--- src/rtl/mdu_controller_if.sv ---
// -----------------------------------------------------------------------------
// mdu_controller_if
// Request/response bundle between the core's main controller and the
// multiply/divide unit.
//
// Handshake: the master raises start for exactly one cycle while busy==0 and
// done==0. A start seen in any other cycle is dropped, not queued. The slave
// raises busy from the cycle after acceptance until the result is written.
// It then raises done (and divzero for a divide by zero) for one cycle. hi/lo
// are valid from the done cycle onward. mthi/mtlo are single-cycle writes that
// take effect only while the unit is idle and start is low.
//
// Signals:
//   start   - one-cycle operation request
//   op      - 00 MULTU, 01 MULT, 10 DIVU, 11 DIV
//   srca    - multiplicand / dividend (rs)
//   srcb    - multiplier / divisor (rt)
//   mthi    - write wdata to hi
//   mtlo    - write wdata to lo
//   wdata   - MTHI/MTLO data
//   hi, lo  - architectural HI/LO registers
//   busy    - operation in progress
//   done    - one-cycle completion pulse
//   divzero - pulses with done when a divide had srcb==0
// -----------------------------------------------------------------------------
interface mdu_controller_if #(
    parameter int WIDTH = 32
);
    logic             start;
    logic [1:0]       op;
    logic [WIDTH-1:0] srca;
    logic [WIDTH-1:0] srcb;
    logic             mthi;
    logic             mtlo;
    logic [WIDTH-1:0] wdata;
    logic [WIDTH-1:0] hi;
    logic [WIDTH-1:0] lo;
    logic             busy;
    logic             done;
    logic             divzero;

    modport master (
        output start, op, srca, srcb, mthi, mtlo, wdata,
        input  hi, lo, busy, done, divzero
    );

    modport slave (
        input  start, op, srca, srcb, mthi, mtlo, wdata,
        output hi, lo, busy, done, divzero
    );
endinterface

--- src/rtl/mdu_controller.sv ---
// -----------------------------------------------------------------------------
// mdu_controller
// Iterative multiply/divide unit with HI/LO registers. It executes MULT,
// MULTU, DIV, DIVU, MTHI and MTLO. One shared (WIDTH+2)-bit adder serves both
// shift-add multiply and restoring divide. Each iteration handles one bit per
// cycle on unsigned magnitudes. Signs are applied in a single FIX cycle.
//
// Ports:
//   clk       - system clock
//   reset     - asynchronous, active-low reset
//   bus       - mdu_controller_if.slave (start/op/srca/srcb/mthi/mtlo/wdata in,
//               hi/lo/busy/done/divzero out)
//   state_dbg - current FSM state (IDLE=0, MUL=1, DIV=2, FIX=3, DONE=4)
//
// Optional feature macro: MDU_EARLY_OUT_EN
//   When defined, a multiply leaves MUL as soon as the remaining multiplier
//   bits are zero. The accumulator is realigned by one final shift in FIX.
//   When undefined, every operation takes WIDTH+2 edges.
// -----------------------------------------------------------------------------
module mdu_controller #(
    parameter int WIDTH = 32
) (
    input  logic                 clk,
    input  logic                 reset,
    mdu_controller_if.slave      bus,
    output logic [2:0]           state_dbg
);

    localparam int CW = $clog2(WIDTH + 1);

    typedef enum logic [2:0] {
        S_IDLE = 3'd0,
        S_MUL  = 3'd1,
        S_DIV  = 3'd2,
        S_FIX  = 3'd3,
        S_DONE = 3'd4
    } state_t;

    state_t             state;
    logic [WIDTH-1:0]   a_mag;     // |multiplicand| or |dividend|
    logic [WIDTH-1:0]   b_mag;     // multiplier (shifts right) or divisor (fixed)
    logic [2*WIDTH-1:0] acc;       // {product} or {remainder, quotient}
    logic [CW-1:0]      cnt;       // completed iterations
    logic               is_div;
    logic               neg_res;   // operand signs differ
    logic               neg_rem;   // dividend was negative
    logic               dz;        // divide with srcb==0

    assign state_dbg = state;

    // Operand magnitudes at acceptance. Signed ops use two's-complement
    // magnitude. The most-negative value keeps its own bit pattern, and that
    // pattern reads correctly as an unsigned magnitude.
    logic             sign_a, sign_b;
    logic [WIDTH-1:0] abs_a, abs_b;

    always_comb begin
        sign_a = bus.op[0] & bus.srca[WIDTH-1];
        sign_b = bus.op[0] & bus.srcb[WIDTH-1];
        abs_a  = sign_a ? -bus.srca : bus.srca;
        abs_b  = sign_b ? -bus.srcb : bus.srcb;
    end

    // Shared adder.
    //   Multiply: upper accumulator half plus (multiplier LSB ? a : 0).
    //   Divide:   shifted partial remainder minus divisor. Bit WIDTH+1 set
    //             means the trial went negative, so the remainder is restored.
    logic [WIDTH+1:0] add_x, add_y, add_sum;

    always_comb begin
        add_x = '0;
        add_y = '0;
        if (is_div) begin
            add_x = {1'b0, acc[2*WIDTH-1:WIDTH-1]};
            add_y = ~{2'b00, b_mag};
        end else begin
            add_x = {2'b00, acc[2*WIDTH-1:WIDTH]};
            add_y = b_mag[0] ? {2'b00, a_mag} : '0;
        end
        add_sum = add_x + add_y + {{(WIDTH+1){1'b0}}, is_div};
    end

    // Sign fix-up and result selection, written to hi/lo in FIX.
    logic [2*WIDTH-1:0] prod, prod_s;
    logic [WIDTH-1:0]   quo, rem;
    logic [WIDTH-1:0]   fix_hi, fix_lo;

    always_comb begin
`ifdef MDU_EARLY_OUT_EN
        // After an early exit, the product still sits WIDTH-cnt places too high.
        prod = acc >> (CW'(WIDTH) - cnt);
`else
        prod = acc;
`endif
        prod_s = neg_res ? -prod : prod;
        quo    = acc[WIDTH-1:0];
        rem    = acc[2*WIDTH-1:WIDTH];
        fix_hi = prod_s[2*WIDTH-1:WIDTH];
        fix_lo = prod_s[WIDTH-1:0];
        if (is_div) begin
            // With divisor 0 every trial succeeds. The quotient is then all
            // ones, and the remainder is |srca|, so the dividend's sign returns
            // the original srca. lo is forced so that the quotient sign cannot
            // alter it.
            fix_lo = dz ? '1 : (neg_res ? -quo : quo);
            fix_hi = neg_rem ? -rem : rem;
        end
    end

    always_ff @(posedge clk or negedge reset) begin
        if (!reset) begin
            state   <= S_IDLE;
            hi_rst();
        end else begin
            bus.done    <= 1'b0;
            bus.divzero <= 1'b0;
            case (state)
                S_IDLE: begin
                    if (bus.start) begin
                        is_div   <= bus.op[1];
                        neg_res  <= sign_a ^ sign_b;
                        neg_rem  <= sign_a;
                        dz       <= bus.op[1] && (bus.srcb == '0);
                        a_mag    <= abs_a;
                        b_mag    <= abs_b;
                        acc      <= bus.op[1] ? {{WIDTH{1'b0}}, abs_a} : '0;
                        cnt      <= '0;
                        bus.busy <= 1'b1;
                        state    <= bus.op[1] ? S_DIV : S_MUL;
`ifdef MDU_EARLY_OUT_EN
                        if (!bus.op[1] && bus.srcb == '0) state <= S_FIX;
`endif
                    end else begin
                        if (bus.mthi) bus.hi <= bus.wdata;
                        if (bus.mtlo) bus.lo <= bus.wdata;
                    end
                end
                S_MUL: begin
                    acc   <= {add_sum[WIDTH:0], acc[WIDTH-1:1]};
                    b_mag <= b_mag >> 1;
                    cnt   <= cnt + 1'b1;
`ifdef MDU_EARLY_OUT_EN
                    if (cnt == CW'(WIDTH-1) || (b_mag >> 1) == '0) state <= S_FIX;
`else
                    if (cnt == CW'(WIDTH-1)) state <= S_FIX;
`endif
                end
                S_DIV: begin
                    if (add_sum[WIDTH+1])
                        acc <= {acc[2*WIDTH-2:0], 1'b0};
                    else
                        acc <= {add_sum[WIDTH-1:0], acc[WIDTH-2:0], 1'b1};
                    cnt <= cnt + 1'b1;
                    if (cnt == CW'(WIDTH-1)) state <= S_FIX;
                end
                S_FIX: begin
                    bus.hi      <= fix_hi;
                    bus.lo      <= fix_lo;
                    bus.busy    <= 1'b0;
                    bus.done    <= 1'b1;
                    bus.divzero <= dz;
                    state       <= S_DONE;
                end
                S_DONE: begin
                    state <= S_IDLE;
                end
                default: begin
                    state <= S_IDLE;
                end
            endcase
        end
    end

    // Reset values for all registered state other than the FSM.
    task automatic hi_rst();
        bus.hi      <= '0;
        bus.lo      <= '0;
        bus.busy    <= 1'b0;
        bus.done    <= 1'b0;
        bus.divzero <= 1'b0;
        a_mag       <= '0;
        b_mag       <= '0;
        acc         <= '0;
        cnt         <= '0;
        is_div      <= 1'b0;
        neg_res     <= 1'b0;
        neg_rem     <= 1'b0;
        dz          <= 1'b0;
    endtask

endmodule

--- src/flat_wrapper.sv ---
// flat-port wrapper written by rule: the top's interface ports become plain ports
module mdu_controller_flat 
#(
    parameter int WIDTH = 32
)
  (clk, reset, state_dbg, bus_start, bus_op, bus_srca, bus_srcb, bus_mthi, bus_mtlo, bus_wdata, bus_hi, bus_lo, bus_busy, bus_done, bus_divzero);
  mdu_controller_if #(.WIDTH(WIDTH)) bus_i ();
  input  logic clk;
  input  logic reset;
  output logic [2:0] state_dbg;
  input wire logic [$bits(bus_i.start)-1:0] bus_start;
  input wire logic [$bits(bus_i.op)-1:0] bus_op;
  input wire logic [$bits(bus_i.srca)-1:0] bus_srca;
  input wire logic [$bits(bus_i.srcb)-1:0] bus_srcb;
  input wire logic [$bits(bus_i.mthi)-1:0] bus_mthi;
  input wire logic [$bits(bus_i.mtlo)-1:0] bus_mtlo;
  input wire logic [$bits(bus_i.wdata)-1:0] bus_wdata;
  output wire logic [$bits(bus_i.hi)-1:0] bus_hi;
  output wire logic [$bits(bus_i.lo)-1:0] bus_lo;
  output wire logic [$bits(bus_i.busy)-1:0] bus_busy;
  output wire logic [$bits(bus_i.done)-1:0] bus_done;
  output wire logic [$bits(bus_i.divzero)-1:0] bus_divzero;
  assign bus_i.start = bus_start;
  assign bus_i.op = bus_op;
  assign bus_i.srca = bus_srca;
  assign bus_i.srcb = bus_srcb;
  assign bus_i.mthi = bus_mthi;
  assign bus_i.mtlo = bus_mtlo;
  assign bus_i.wdata = bus_wdata;
  assign bus_hi = bus_i.hi;
  assign bus_lo = bus_i.lo;
  assign bus_busy = bus_i.busy;
  assign bus_done = bus_i.done;
  assign bus_divzero = bus_i.divzero;
  mdu_controller #(.WIDTH(WIDTH)) u_core (.clk(clk), .reset(reset), .bus(bus_i), .state_dbg(state_dbg));
endmodule
--- config.mk ---
export PLATFORM = sky130hd
export DESIGN_NAME = mdu_controller_flat
export DESIGN_NICKNAME = d
export VERILOG_FILES = /design/src/rtl/mdu_controller_if.sv /design/src/rtl/mdu_controller.sv /design/src/flat_wrapper.sv
export SDC_FILE = /design/constraint.sdc
export NUM_CORES = 1
export LEC_CHECK = 0
export CORE_UTILIZATION = 40
export DETAILED_ROUTE_END_ITERATION = 6
export PLACE_DENSITY = 0.74
export SLEW_MARGIN = 10
export SYNTH_ARGS = -nofsm -noshare
export SYNTH_HDL_FRONTEND = slang
export SYNTH_SLANG_ARGS = --single-unit
--- constraint.sdc ---
create_clock -name clk -period 3.6 [get_ports clk]
set_clock_uncertainty 0.05 [all_clocks]
set_input_delay 0.54 -clock clk [delete_from_list [all_inputs] [get_ports clk]]
set_output_delay 0.54 -clock clk [all_outputs]
set_load 0.05 [all_outputs]
==> qor.csv <==
stage;metric;value;unit
cells_and_area;n_fill_cell;3282;
placement;place_congestion;0.965;
synth;synthFlopType;dfrtp_1;
sta;relSlewSlack;30.5;%
power;power_per_cell_area;1170;mW/mm2
sta;finalHoldViolCount;5;
worst_setup_path;cp-end-kind;register;
synth;yosysMostFrequentCell;o21ai_0;
cells_and_area;synthToLayoutAreaGrowth;26.6;%
synth;ys_types;80;
min_path;min_path_type;primary input to async pin;
synth;synth_top_area_cell;dfrtp_1;
clock_tree;cts-root-buf;clkbuf_16;
routing;drc;0;
worst_setup_path;path_class;register to register;
routing;vias;14666;
power;p_int;0.0110;W
floorplanning;die_area;0.0377;mm2
synth;synth_common_cells;266 x o21ai_0, 232 x nand2_1, 208 x dfrtp_1;
sta;rsz0062_at_grt;yes;
sta;setup_viol;0;
worst_setup_path;worstSetupStartpointType;register;
synth;netlist_area;0.0148;mm2
floorplanning;io_pins;173;
worst_setup_path;reg2reg_depth;16;
grt;grt_max_degree;91;
grt;grtUsageTotal;25.7;%
worst_setup_path;cpLargestDelayFamily;compound AO/OA/AOI/OAI gates;
floorplanning;core-area;0.0359;mm2
power;sw_frac_of_total;49.7;%
power;power_frac_seq;21.5;%
cells_and_area;seqCellArea;0.00521;mm2
grt;grt_pass1_vias;13894;
routing;vias_per_cell;6.09;
routing;wl;50.5;mm
placement;post-dp-hpwl;38.0;mm
grt;grt_pass1_wl;77.3;mm
synth;ys_ff_latch;208;
sta;tightest_slew;1.04;ns
power;p_leak;7.78;nW
status;status;complete, but fails checks;
synth;synth_top_area_share;35.3;%
worst_setup_path;slowest_stage;dfrtp_4;
floorplanning;start_util;41.1;%
grt;grt_overflow;0;
worst_setup_path;path_depth;16;
clock_tree;htree_levels;1;
cells_and_area;stdcell_count;2407;
worst_setup_path;crit_chain;nor2b_4, buf_4, a21oi_2, fa_2, inv_1, fa_2, a211oi_2, buf_4, buf_4, o211ai_1, nand3_1, a211oi_2, or2_4, xor2_1, mux2i_1, o21ai_0;
sta;min_period;3.53;ns
clock_tree;clock_sinks;208;
worst_setup_path;cp_slowest_stage_delay;0.53;ns
placement;placed_cells;2343;
grt;antenna_found_initial;1;
status;violations;negative hold slack;
cells_and_area;drive_gt1_share;14.7;%
synth;synthArstFlopShare;100;%
synth;synth_nets;1885;
routing;ant_nets;0;
power;p_total;0.0219;W
synth;synth_edf_count;0;
worst_setup_path;worstPathMaxFanout;5;
cells_and_area;finish.utilization;52.0;%
routing;wire_per_inst;21.0;um
cells_and_area;nets;2069;
power;p_switching;0.0109;W
sta;setup_ws;0.0689;ns
cells_and_area;n_antenna_cell;0;
sta;maxSlewViolCount;0;
worst_setup_path;crit_arrival;3.93;ns
synth;synthCells;1744;
clock_tree;hold_buffers;0;
routing;drt_iter0_drc;1540;
routing;dr.pass1.iters;6;
sta;max_freq;283;MHz
sta;post-route-period-util;98.1;%
sta;tns;0;ns
synth;seq_area_frac_synth;35.3;%
placement;dpl_worst_slack;0.00548;ns
synth;synthTopCellsByArea;dfrtp_1 35%, o21ai_0 9.0%, nand2_1 5.9%, xnor2_1 5.3%, mux2i_1 3.7%;
sta;holdWs;-0.0269;ns
clock_tree;cts_tree;built;
worst_setup_path;crit_buf_inv;4;
synth;synth.avg_cell_area;8.46;um2
floorplanning;die_w;194;um
clock_tree;clkSlewWorstSetupHoldPaths;0.06;ns
worst_setup_path;cp_common_cell;buf_4;
job;cap_violations;0;
power;power.share.clock;11.8;%
clock_tree;clk_latency;0.53;ns
floorplanning;dieHeight;194;um
worst_setup_path;cp_data_required_time;4.00;ns
placement;numPortBuffers;172;
clock_tree;ctsLongestPathBuffers;3;
floorplanning;num_rows;69;
synth;synth_warnings;0;
power;max-vdd-ir-drop;471;uV
cells_and_area;multi_input_area;0.00910;mm2
power;combPwrFrac;66.7;%
clock_tree;cts_inserted_buffers;24;
cell usage in the layout (no fill, tap or decap), drive strengths merged, types with 24 or more instances in the layout:
cell type      count
buf              116
clkbuf            40
a22oi             57
mux2i             55
a221oi            29
o21a              24
o31ai             25
xnor2             89
dfrtp            208
clkdlybuf4s50    171
nor3              30
nand3             29
mux2              37
inv               27
nor2              93
ha                36
xor2              58
a21oi             77
nand2            232
o22ai             33
o21ai            275
per-layer routing:
metal	share of wire (%)	up-vias	GRT usage, %
li1	-	6760	-
met1	44	7081	36.2
met2	43	704	38.9
met3	9.1	119	5.08
met4	3.8	2	9.67
met5	0.026	-	0
stage by stage:
step / hold slack, ns / instance area (um2)
after floorplan: 0.194 / 14800
after global placement: 0.412 / 17400
after detailed placement: 0.419 / 17400
after CTS: 0.00324 / 18200
after global routing: 0.0365 / 18700
final: -0.0269 / 18700
flip-flops by register name, indices dropped and copies added (netlist names), 3 cells and up:
| name | cells |
|---|---|
| u_core.a_mag | 32 |
| u_core.acc | 64 |
| u_core.b_mag | 32 |
| u_core.bus.hi | 32 |
| u_core.bus.lo | 32 |
| u_core.cnt | 6 |
| u_core.state_dbg | 3 |
layout make-up:
type	count	share of cell area, %
Sequential cell	208	27.9
Inverter	27	0.542
Clock inverter	11	0.737
Multi-Input combinational cell	1373	48.7
Tap cell	461	3.09
Clock buffer	33	3.72
Timing Repair Buffer	294	15.3
what timing repair did:
action | in CTS | in global routing
endpoints found under the hold margin | 0 | 0
setup buffers | 1 | 12
pin swaps | 3 | 15
setup endpoints to repair | 1 | 33
gates resized for setup | 2 | 65
gates cloned | 0 | 7
logic make-up (layout without fill, tap and decap cells):
kind of cell             Yosys count  in the layout  synth area share (%)
flip-flops                       208            208                  35.3
AND/OR/NAND/NOR                  488            488                  15.7
adder cells (fa/ha/maj)           38             38                  3.32
XOR/XNOR                         147            147                  8.73
multiplexers                      92             92                  6.56
AO/OA/AOI/OAI                    607            608                  25.5
buffers and inverters            164            365                  4.93
worst reg2reg max path, cell delays in order, from the launching register on:
cell and delay, ns:
dfrtp_4 0.53, nor2b_4 0.22, buf_4 0.15, a21oi_2 0.05, fa_2 0.35, inv_1 0.08
fa_2 0.22, a211oi_2 0.09, buf_4 0.14, buf_4 0.12, o211ai_1 0.27, nand3_1 0.21
a211oi_2 0.31, or2_4 0.17, xor2_1 0.21, mux2i_1 0.10, o21ai_0 0.17
path summary, 6_finish.rpt:
kind	endpoint	from	slack [ns]
worst max-delay path	u_core.acc[54]$_DFFE_PN0P_	u_core.is_div$_DFFE_PN0P_	0.07
worst min-delay path	u_core.acc[59]$_DFFE_PN0P_	reset	-0.03
worst max register to register	u_core.acc[54]$_DFFE_PN0P_	u_core.is_div$_DFFE_PN0P_	0.07
worst min register to register	u_core.bus.lo[21]$_DFFE_PN0P_	u_core.bus.lo[21]$_DFFE_PN0P_	0.43
max in group asynchronous	u_core.bus.lo[7]$_DFFE_PN0P_	reset	2.74
min in group clk	u_core.bus.lo[21]$_DFFE_PN0P_	u_core.bus.lo[21]$_DFFE_PN0P_	0.43
power groups by stage:
| stage | combinational (W) | sequential, W | clock, W |
|---|---|---|---|
| floorplan | 0.00820 | 0.00536 | 0 |
| global placement | 0.0132 | 0.00463 | 0 |
| detailed placement | 0.0135 | 0.00467 | 0 |
| CTS | 0.0136 | 0.00464 | 0.00262 |
| global route | 0.0157 | 0.00480 | 0.00272 |
| finish | 0.0146 | 0.00471 | 0.00260 |
(Power assumes the default switching activity.)
